## src/rtl/dcache_pkg.sv

```systemverilog
// dcache_pkg: shared types and geometry for the dcache_responder slice.
//   Geometry : 8 lines x 4 words x 32 bits, 25-bit tag, 30-bit word address.
//   Types    : state_e (controller states), line_meta_t (valid/dirty/tag of
//              one line), proc_addr_t (tag/index/offset view of proc_addr).
//   Helper   : word_sel() picks one 32-bit word out of a 128-bit block.
package dcache_pkg;

    localparam int OFFSET_W   = 2;
    localparam int INDEX_W    = 3;
    localparam int TAG_W      = 25;
    localparam int LINES      = 8;
    localparam int BLOCK_W    = 128;
    localparam int WORD_W     = 32;
    localparam int WORDS      = BLOCK_W / WORD_W;
    localparam int ADDR_W     = TAG_W + INDEX_W + OFFSET_W;   // 30
    localparam int MEM_ADDR_W = TAG_W + INDEX_W;              // 28

    typedef enum logic [1:0] {
        ST_IDLE      = 2'd0,
        ST_WRITEBACK = 2'd1,
        ST_ALLOCATE  = 2'd2
    } state_e;

    typedef struct packed {
        logic             valid;
        logic             dirty;
        logic [TAG_W-1:0] tag;
    } line_meta_t;

    typedef struct packed {
        logic [TAG_W-1:0]    tag;
        logic [INDEX_W-1:0]  index;
        logic [OFFSET_W-1:0] offset;
    } proc_addr_t;

    // Word 0 of a block lives in bits [31:0].
    function automatic logic [WORD_W-1:0] word_sel(input logic [BLOCK_W-1:0]  blk,
                                                   input logic [OFFSET_W-1:0] off);
        return blk[WORD_W*int'(off) +: WORD_W];
    endfunction

endpackage

```

## src/rtl/cache_line_array.sv

```systemverilog
// cache_line_array: tag/valid/dirty/data storage for the direct-mapped cache.
//   clk, rst     : clock, synchronous active-high reset (valid/dirty only;
//                  tag and data storage are never reset).
//   rd_index     : line selected for the combinational read port.
//   rd_meta      : valid/dirty/tag of the selected line.
//   rd_block     : 128-bit data of the selected line.
//   wr_*         : single-word write (CPU write hit); sets the dirty bit.
//   fill_*       : whole-line fill from memory; sets valid, clears dirty,
//                  loads the tag.
module cache_line_array
    import dcache_pkg::*;
(
    input  logic                clk,
    input  logic                rst,
    input  logic [INDEX_W-1:0]  rd_index,
    output line_meta_t          rd_meta,
    output logic [BLOCK_W-1:0]  rd_block,
    input  logic                wr_en,
    input  logic [INDEX_W-1:0]  wr_index,
    input  logic [OFFSET_W-1:0] wr_offset,
    input  logic [WORD_W-1:0]   wr_word,
    input  logic                fill_en,
    input  logic [INDEX_W-1:0]  fill_index,
    input  logic [TAG_W-1:0]    fill_tag,
    input  logic [BLOCK_W-1:0]  fill_block
);

    logic [LINES-1:0]                   valid_q;
    logic [LINES-1:0]                   dirty_q;
    logic [TAG_W-1:0]                   tag_q  [LINES];
    logic [WORDS-1:0][WORD_W-1:0]       data_q [LINES];

    // Fill and word write come from different controller states, so they
    // never coincide; fill is listed first anyway.
    always_ff @(posedge clk) begin
        if (rst) begin
            valid_q <= '0;
            dirty_q <= '0;
        end else if (fill_en) begin
            valid_q[fill_index] <= 1'b1;
            dirty_q[fill_index] <= 1'b0;
        end else if (wr_en) begin
            dirty_q[wr_index] <= 1'b1;
        end
    end

    always_ff @(posedge clk) begin
        if (fill_en) begin
            data_q[fill_index] <= fill_block;
            tag_q[fill_index]  <= fill_tag;
        end else if (wr_en) begin
            data_q[wr_index][wr_offset] <= wr_word;
        end
    end

    always_comb begin
        rd_meta.valid = valid_q[rd_index];
        rd_meta.dirty = dirty_q[rd_index];
        rd_meta.tag   = tag_q[rd_index];
        rd_block      = data_q[rd_index];
    end

endmodule

```

## src/rtl/dcache_responder.sv

```systemverilog
// dcache_responder: direct-mapped, write-back, write-allocate data cache
// controller (8 lines x 4 words) between a CPU port and a block memory.
//   clk, rst            : clock, synchronous active-high reset.
//   proc_ren / proc_wen : CPU read / write request (write wins if both).
//   proc_addr           : word address {tag[29:5], index[4:2], offset[1:0]}.
//   proc_wdata          : write data, stored as-is.
//   proc_stall          : request not yet satisfied.
//   proc_rdata          : read data on a read hit, zero otherwise.
//   mem_read/mem_write  : block refill / victim writeback requests.
//   mem_addr            : block address {tag,index}.
//   mem_wdata/mem_rdata : victim / fill block, word 0 in [31:0].
//   mem_ready           : one-cycle completion pulse for the memory request.
// Optional: define DCACHE_PERF_CNT_EN to add saturating 32-bit hit_cnt and
// miss_cnt outputs.
module dcache_responder
    import dcache_pkg::*;
(
    input  logic                  clk,
    input  logic                  rst,
    input  logic                  proc_ren,
    input  logic                  proc_wen,
    input  logic [ADDR_W-1:0]     proc_addr,
    input  logic [WORD_W-1:0]     proc_wdata,
    output logic                  proc_stall,
    output logic [WORD_W-1:0]     proc_rdata,
    output logic                  mem_read,
    output logic                  mem_write,
    output logic [MEM_ADDR_W-1:0] mem_addr,
    output logic [BLOCK_W-1:0]    mem_wdata,
    input  logic [BLOCK_W-1:0]    mem_rdata,
    input  logic                  mem_ready
`ifdef DCACHE_PERF_CNT_EN
    ,
    output logic [31:0]           hit_cnt,
    output logic [31:0]           miss_cnt
`endif
);

    state_e              state_q, state_d;
    proc_addr_t          req_addr;
    line_meta_t          meta;
    logic [BLOCK_W-1:0]  blk;
    logic                req, hit, idle_hit, idle_miss;
    logic                wr_en, fill_en;

    assign req_addr  = proc_addr;
    assign req       = proc_ren | proc_wen;
    assign hit       = meta.valid && (meta.tag == req_addr.tag);
    assign idle_hit  = (state_q == ST_IDLE) && req && hit;
    assign idle_miss = (state_q == ST_IDLE) && req && !hit;

    // Reset wins over everything, including a mem_ready arriving in the same
    // cycle: the in-flight refill is dropped rather than installed.
    assign wr_en   = idle_hit && proc_wen && !rst;
    assign fill_en = (state_q == ST_ALLOCATE) && mem_ready && !rst;

    cache_line_array u_lines (
        .clk        (clk),
        .rst        (rst),
        .rd_index   (req_addr.index),
        .rd_meta    (meta),
        .rd_block   (blk),
        .wr_en      (wr_en),
        .wr_index   (req_addr.index),
        .wr_offset  (req_addr.offset),
        .wr_word    (proc_wdata),
        .fill_en    (fill_en),
        .fill_index (req_addr.index),
        .fill_tag   (req_addr.tag),
        .fill_block (mem_rdata)
    );

    // State register
    always_ff @(posedge clk) begin
        if (rst) state_q <= ST_IDLE;
        else     state_q <= state_d;
    end

    // Next state. After a fill the FSM returns to IDLE and the still-held
    // request is looked up again, completing as an ordinary hit.
    always_comb begin
        state_d = state_q;
        case (state_q)
            ST_IDLE: begin
                if (idle_miss)
                    state_d = (meta.valid && meta.dirty) ? ST_WRITEBACK : ST_ALLOCATE;
            end
            ST_WRITEBACK: if (mem_ready) state_d = ST_ALLOCATE;
            ST_ALLOCATE:  if (mem_ready) state_d = ST_IDLE;
            default:      state_d = ST_IDLE;
        endcase
    end

    // Outputs. The request address is stable while stalled, so the victim
    // line is still the one indexed by proc_addr during WRITEBACK.
    always_comb begin
        proc_stall = 1'b0;
        mem_read   = 1'b0;
        mem_write  = 1'b0;
        mem_addr   = {req_addr.tag, req_addr.index};
        mem_wdata  = '0;
        case (state_q)
            ST_IDLE: proc_stall = req && !hit;
            ST_WRITEBACK: begin
                proc_stall = 1'b1;
                mem_write  = 1'b1;
                mem_addr   = {meta.tag, req_addr.index};
                mem_wdata  = blk;
            end
            ST_ALLOCATE: begin
                proc_stall = 1'b1;
                mem_read   = 1'b1;
            end
            default: proc_stall = 1'b1;
        endcase
        proc_rdata = (idle_hit && !proc_wen) ? word_sel(blk, req_addr.offset) : '0;
    end

`ifdef DCACHE_PERF_CNT_EN
    // A miss is counted once, on the cycle IDLE decides to leave; the request
    // completing after the refill is counted as a hit.
    always_ff @(posedge clk) begin
        if (rst) begin
            hit_cnt  <= '0;
            miss_cnt <= '0;
        end else begin
            if (idle_hit  && (hit_cnt  != '1)) hit_cnt  <= hit_cnt  + 32'd1;
            if (idle_miss && (miss_cnt != '1)) miss_cnt <= miss_cnt + 32'd1;
        end
    end
`endif

endmodule

```

## config.mk

```make
export PLATFORM = sky130hd
export DESIGN_NAME = dcache_responder
export DESIGN_NICKNAME = d
export VERILOG_FILES = /design/src/rtl/dcache_pkg.sv /design/src/rtl/cache_line_array.sv /design/src/rtl/dcache_responder.sv
export SDC_FILE = /design/constraint.sdc
export NUM_CORES = 1
export LEC_CHECK = 0
export ABC_AREA = 1
export CORE_ASPECT_RATIO = 0.6
export CORE_UTILIZATION = 31
export CTS_CLUSTER_SIZE = 40
export DETAILED_ROUTE_END_ITERATION = 10
export PLACE_DENSITY = 0.48
export SYNTH_ARGS = -nofsm -noshare
export SYNTH_HDL_FRONTEND = slang
export SYNTH_SLANG_ARGS = --single-unit
```

## constraint.sdc

```tcl
create_clock -name clk -period 4.4 [get_ports clk]
set_input_delay 0.88 -clock clk [delete_from_list [all_inputs] [get_ports clk]]
set_output_delay 0.88 -clock clk [all_outputs]
set_load 0.005 [all_outputs]
```

=== Yosys cells after proc, flatten, opt, wreduce, memory -nomap -nowiden ===
Memories as Yosys holds them, arrays and structs flattened.
Index checks and enable logic that the tools add are counted.

* Register bits: 18
* RAM bits: 1224
* Bits of input ports: 195
* Output and inout port bits: 191
* Logic and storage cells: 322
* Memories: 2

{| class="wikitable"
|+ Memory list
! name !! depth !! width !! read ports !! clocked after Yosys merged registers in !! wr ports !! RTL line !! RTL
|-
| u_lines.data_q || 8 || 128 || 1 || 0 || 1 || cache_line_array.sv:31 || <nowiki>logic [WORDS-1:0][WORD_W-1:0] data_q [LINES];</nowiki>
|-
| u_lines.tag_q || 8 || 25 || 1 || 0 || 1 || cache_line_array.sv:30 || <nowiki>logic [TAG_W-1:0] tag_q [LINES];</nowiki>
|}

* Magnitude comparators: 4
* Equality and inequality tests: 6
* Shift operators: 1
* Multiplexer cells: 154
* Bitwise gates (word level): 133
* Reductions and logical operators: 19

{| class="wikitable"
|+ Operators by type and width
! operator !! number
|-
| $mux 128 || 2
|-
| $mux 1 || 138
|-
| $or 1x1->1 || 129
|-
| $shiftx 128x8->32 || 1
|-
| $demux 32 s2 || 1
|-
| $mux 32 || 2
|-
| $mux 28 || 1
|-
| $eq 25x25->1 || 1
|-
| $mux 8 || 2
|-
| $or 8x8->8 || 2
|-
| $logic_and 1x1->1 || 13
|-
| $and 8x8->8 || 1
|-
| $mux 2 || 4
|-
| $not 8->8 || 1
|-
| $bmux 1 s3 || 2
|-
| $ne 2x2->1 const B || 3
|-
| $pmux 2 s3 || 1
|-
| $lt 3x4->1 const B || 1
|-
| $demux 1 s3 || 1
|-
| $ge 3x1->1 const B || 1
|-
| $logic_not 1->1 || 3
|-
| $lt 2x3->1 const B || 1
|-
| $reduce_and 3->1 || 1
|-
| $eq 2x1->1 const B || 1
|-
| other kinds (4) || 4
|}

=== Longest topological paths before layout ===
* Depth in word-level cells: 10
* Depth in mapped cells: 19

=== By module ===
From an unflattened synthesis, not the netlist that was laid out.

* Cell total of the unflattened synthesis: 6557
* Area total of the unflattened synthesis: 58790.1 um2

{| class="wikitable"
|+ Modules (own cells, without submodules)
! module !! times used !! cells each !! area an instance (um2) !! seq. area each (um2)
|-
| cache_line_array || 1 || 5804 || 55555.8 || 37075.6
|-
| dcache_responder || 1 || 753 || 3234.4 || 40.0
|}

=== Least setup slack after synthesis ===
OpenSTA, ideal clock, no wires.

* Kind: input to register
* From: input port proc_addr[3]
* To: memory u_lines.data_q[1][0] in the netlist's numbering (enable)
* Data arrival time: 4.359 ns
* Required time: 3.968 ns
* Slack: -0.391 ns
* Stages on the path: 18
* Path buffers: 4
* Path through: buf_4 > inv_1 > nor2_2 > buf_2 > nand3_1 > nand2_1 > nor2_1 > nand2_1 > o21ai_0 > nor2_1 > nand2_1 > nor2_1 > nand2_1 > nor2_4 > buf_4 > nand4_4 > buf_2 > a21oi_1

* Cells in the longest elaborated chain, start to end: 10
* Elaborated cells between the ends (all ways): 12
* Classes of those cells: eq/ne (1); mux (5); bitwise (1); reduce/logical (4); memory (1)

{| class="wikitable"
|+ RTL lines
! what !! RTL line !! RTL
|-
| from (decl) || dcache_responder.sv:22 || <nowiki>input logic [ADDR_W-1:0] proc_addr,</nowiki>
|-
| $mem_v2 8x25 or $bmux 1 s3 (tied branches) || -- ||
|-
| $eq 25x25->1 or $mux 1 (tied branches) || dcache_responder.sv:48, cache_line_array.sv:57 ||
|-
| $logic_and 1x1->1 || dcache_responder.sv:48 || <nowiki>assign hit = meta.valid && (meta.tag == req_addr.tag);</nowiki>
|-
| $logic_and 1x1->1 || dcache_responder.sv:49 || <nowiki>assign idle_hit = (state_q == ST_IDLE) && req && hit;</nowiki>
|-
| $logic_and 1x1->1 (2 in series) || dcache_responder.sv:54 || <nowiki>assign wr_en = idle_hit && proc_wen && !rst;</nowiki>
|-
| $mux 1 || cache_line_array.sv:51 || <nowiki>end else if (wr_en) begin</nowiki>
|-
| $mux 1 || cache_line_array.sv:48 || <nowiki>if (fill_en) begin</nowiki>
|-
| $mux 128 (not written as such) || cache_line_array.sv:52 || <nowiki>data_q[wr_index][wr_offset] <= wr_word;</nowiki>
|-
| $or 1x1->1 (no line) || -- ||
|-
| to (decl) || cache_line_array.sv:31 ||
|}

Several ways; a longest one is shown, not always the timed one. The select of a mux whose other input is x is not followed.

=== Worst setup path after layout ===
* From: input port proc_addr[3]
* To: output port mem_wdata[72]

* Cells in the longest elaborated chain, start to end: 2

{| class="wikitable"
|+ RTL lines
! what !! RTL line !! RTL
|-
| $mem_v2 8x128 || -- ||
|-
| $mux 128 || dcache_responder.sv:102 || <nowiki>case (state_q)</nowiki>
|-
| to (decl) || dcache_responder.sv:29 || <nowiki>output logic [BLOCK_W-1:0] mem_wdata,</nowiki>
|}

Every way passes these cells.

==> metrics.yaml <==
drive_above_1_share_pct: 22.2
cts_root_buf: "clkbuf_16"
hold_path.class: "reg -> reg"
cts_sinks: 1242
crit_chain: "buf_4 > buf_4 > nand2_1 > buf_6 > nor2_4 > buf_12 > buf_6 > a22o_1 > a221oi_1 > nand2_1 > inv_1 > buf_4 > nor2_1 > clkdlybuf4s50_1"
vias: 36900
grt.overflow.total: 0
peakVddDrop_uv: 325
slowest_delay_ns: 0.45
cp_max_fo: 22
routabilityCongestion: 0.901
synthFlopType: "edfxtp_1"
synthDistinctLibCells: 37
slowest_stage: "clkdlybuf4s50_1"
synthToLayoutAreaGrowth_pct: 35.6
antenna_found_initial: 24
yosys_warnings: 0
crit_top_cell: "buf_4"
dp.final_hpwl_mm: 139
finalSetupViolCount: 0
dp_cells: 6934
io_pins: 386
dieArea_mm2: 0.163
place_ws_ns: -0.890
r2r-start: "u_lines.tag_q[0][18]"
crit_required_ns: 3.52
clk_path_buf_depth: 3
fillers: 14800
syn-num-nets: 4087
finalCritPeriodShare_pct: 99.8
grt_pass1_vias: 34600
slew_viol_final: 0
synth_edf_count: 1224
syn_area_per_cell_um2: 12.9
fin_skew_ns: 0.0505
hold_viol_final: 0
fin_nets: 5154
clk_pin_slew_ns: 0.06
rsz0062_at_grt: "yes"
period_minus_slack_ns: 4.39
crit_family: "buffers and inverters"
synth-async-reset-ratio_pct: 0
fin_ws_ns: 0.00927
critical_path_arrival_ns: 3.51
tns_ns: 0
syn_area_mm2: 0.0500
die_h_um: 313
power_mw: 25.9
powerDensity_mw_per_mm2: 382
core_mm2: 0.159
numCtsBuffers: 116
crit_path_end_kind: "output port"
grt.total_usage_pct: 23.9
grt_pass1_wl_mm: 274
dr.pass1.iters: 6
fp.dieW_um: 521
cp-start-kind: "primary input"
grt_max_degree: 100
core.rowCount: 113
viasPerCell: 5.14
fin_cells: 7186
worst-setup-path-type: "in -> out"
portBuffers: 385
start_util_pct: 31.4
drc: 0
cts_tree: "done"
htreeDepth: 3
tightestPinTransition_ns: 1.18
clkLatencyLatePin_ns: 0.76
antenna_left: 0
dr.first_iter.drc_count: 4513
synthCells: 3892
cellLeakagePower_nw: 25.1
seq_area_frac_synth_pct: 74.2
startpoint: "proc_addr[3]"
wl_mm: 199
run_status: "finished clean"
crit_buf_inv: 8
worst_hold_slack_ns: 0.453
wl_per_cell_um: 27.7
max_freq_mhz: 228
max_cap_viol_count: 0
synth-seq-cells: 1242
relSlewSlack_pct: 21.4
cts_hold_buf: 0
[layout by cell type, fill, tap and decap left out, types with 76 or more instances in the layout]
| cell type | netlist | layout |
|---|---|---|
| buf_4 | 7 | 641 |
| clkbuf_16 | 0 | 119 |
| nand4_1 | 100 | 100 |
| a22o_1 | 150 | 150 |
| buf_12 | 0 | 123 |
| nand3_1 | 78 | 76 |
| inv_1 | 408 | 383 |
| clkdlybuf4s50_1 | 0 | 341 |
| a22oi_1 | 94 | 94 |
| nor2_1 | 291 | 261 |
| o21ai_0 | 204 | 203 |
| nand2_1 | 732 | 712 |
| edfxtp_1 | 1224 | 1224 |
| a221oi_1 | 136 | 115 |
[logic make-up (layout without fill, tap and decap cells)]
kind of cell           Yosys count  after routing  share of synthesized area (%)
AND/OR/NAND/NOR               1246           1246                           10.3
flip-flops                    1242           1242                           74.2
AO/OA/AOI/OAI                  771            771                           10.6
buffers and inverters          632           1795                           4.88
XOR/XNOR                         1              1                         0.0175
other                            0              4                              0
[path summary, 6_finish.rpt]
path                             to  slack (ns)  depth (start not counted)
min reg2reg               flip-flop        0.45                          2
max                   mem_wdata[72]       0.009                         14
min                       flip-flop        0.45                          2
max reg2reg  u_lines.data_q[3][101]        0.75                         17
[metal layers]
metal  vias up  GRT usage (%)  routed length (um)
met5         -              0                  31
met4         4           5.86                4590
met3       206           3.80               15900
met2      1603           34.5               84400
met1     18800           37.0               94000
li1      16300              -                   -
[Yosys cell counts (all sizes together), types with 3 or more instances]
cell	count	area [um^2]
or2	13	81.3
a221oi	136	1190
nand4	104	684
nor3	18	90.1
inv	412	1550
dfxtp	18	360
nand3b	4	30.0
a22oi	94	706
o211ai	10	75.1
nand2	732	2750
a22o	150	1310
o22ai	33	206
o21ai	215	1080
o2bb2ai	11	96.3
clkbuf	140	526
clkinv	3	11.3
nand3	78	390
buf	77	359
nor2	295	1130
a21oi	108	541
edfxtp	1224	36800
o21bai	8	60.1
[registers in the layout, indices dropped and copies added, names as in the netlist, named ones only]
register         flops
u_lines.valid_q      8
u_lines.tag_q      200
state_q              2
u_lines.data_q    1024
[through the flow]
step | util (%) | area, um^2
after floorplan | - | 50100
after global placement | 39.7 | 63300
after detailed placement | 39.7 | 63300
after CTS | 42.4 | 67500
after global routing | 42.6 | 67800
final | 42.6 | 67800
[worst register-to-register path, delay by kind of cell, from the launching register on]
kind / cells / cell delay, ns
AND/OR/NAND/NOR: 10 / 1.30
buffers and inverters: 5 / 1.10
AO/OA/AOI/OAI: 2 / 0.78
flip-flops: 1 / 0.35
[report_power, final]
group	switching [mW]	internal, mW
combinational	1.51	1.01
sequential	0.0163	13.1
clock	4.59	5.69
[repair_timing]
action	CTS	global route
setup buffers	22	10
resized for setup	114	85
gates cloned	3	0
hold endpoints to repair	0	0
endpoints found under the setup margin	161	82
pin swaps	28	23
[area by class of cell]
type	instances	area, um^2	area share, %
sequential	1242	37100	54.7
timing repair buffer	1166	11300	16.7
multi-input combinational	2018	11300	16.7
clock buffer	156	3120	4.59
tap	2127	2660	3.92
inverter	415	1590	2.35
clock inverter	58	689	1.02
antenna	4	10.0	0.0148
(Power assumes the default switching activity.)
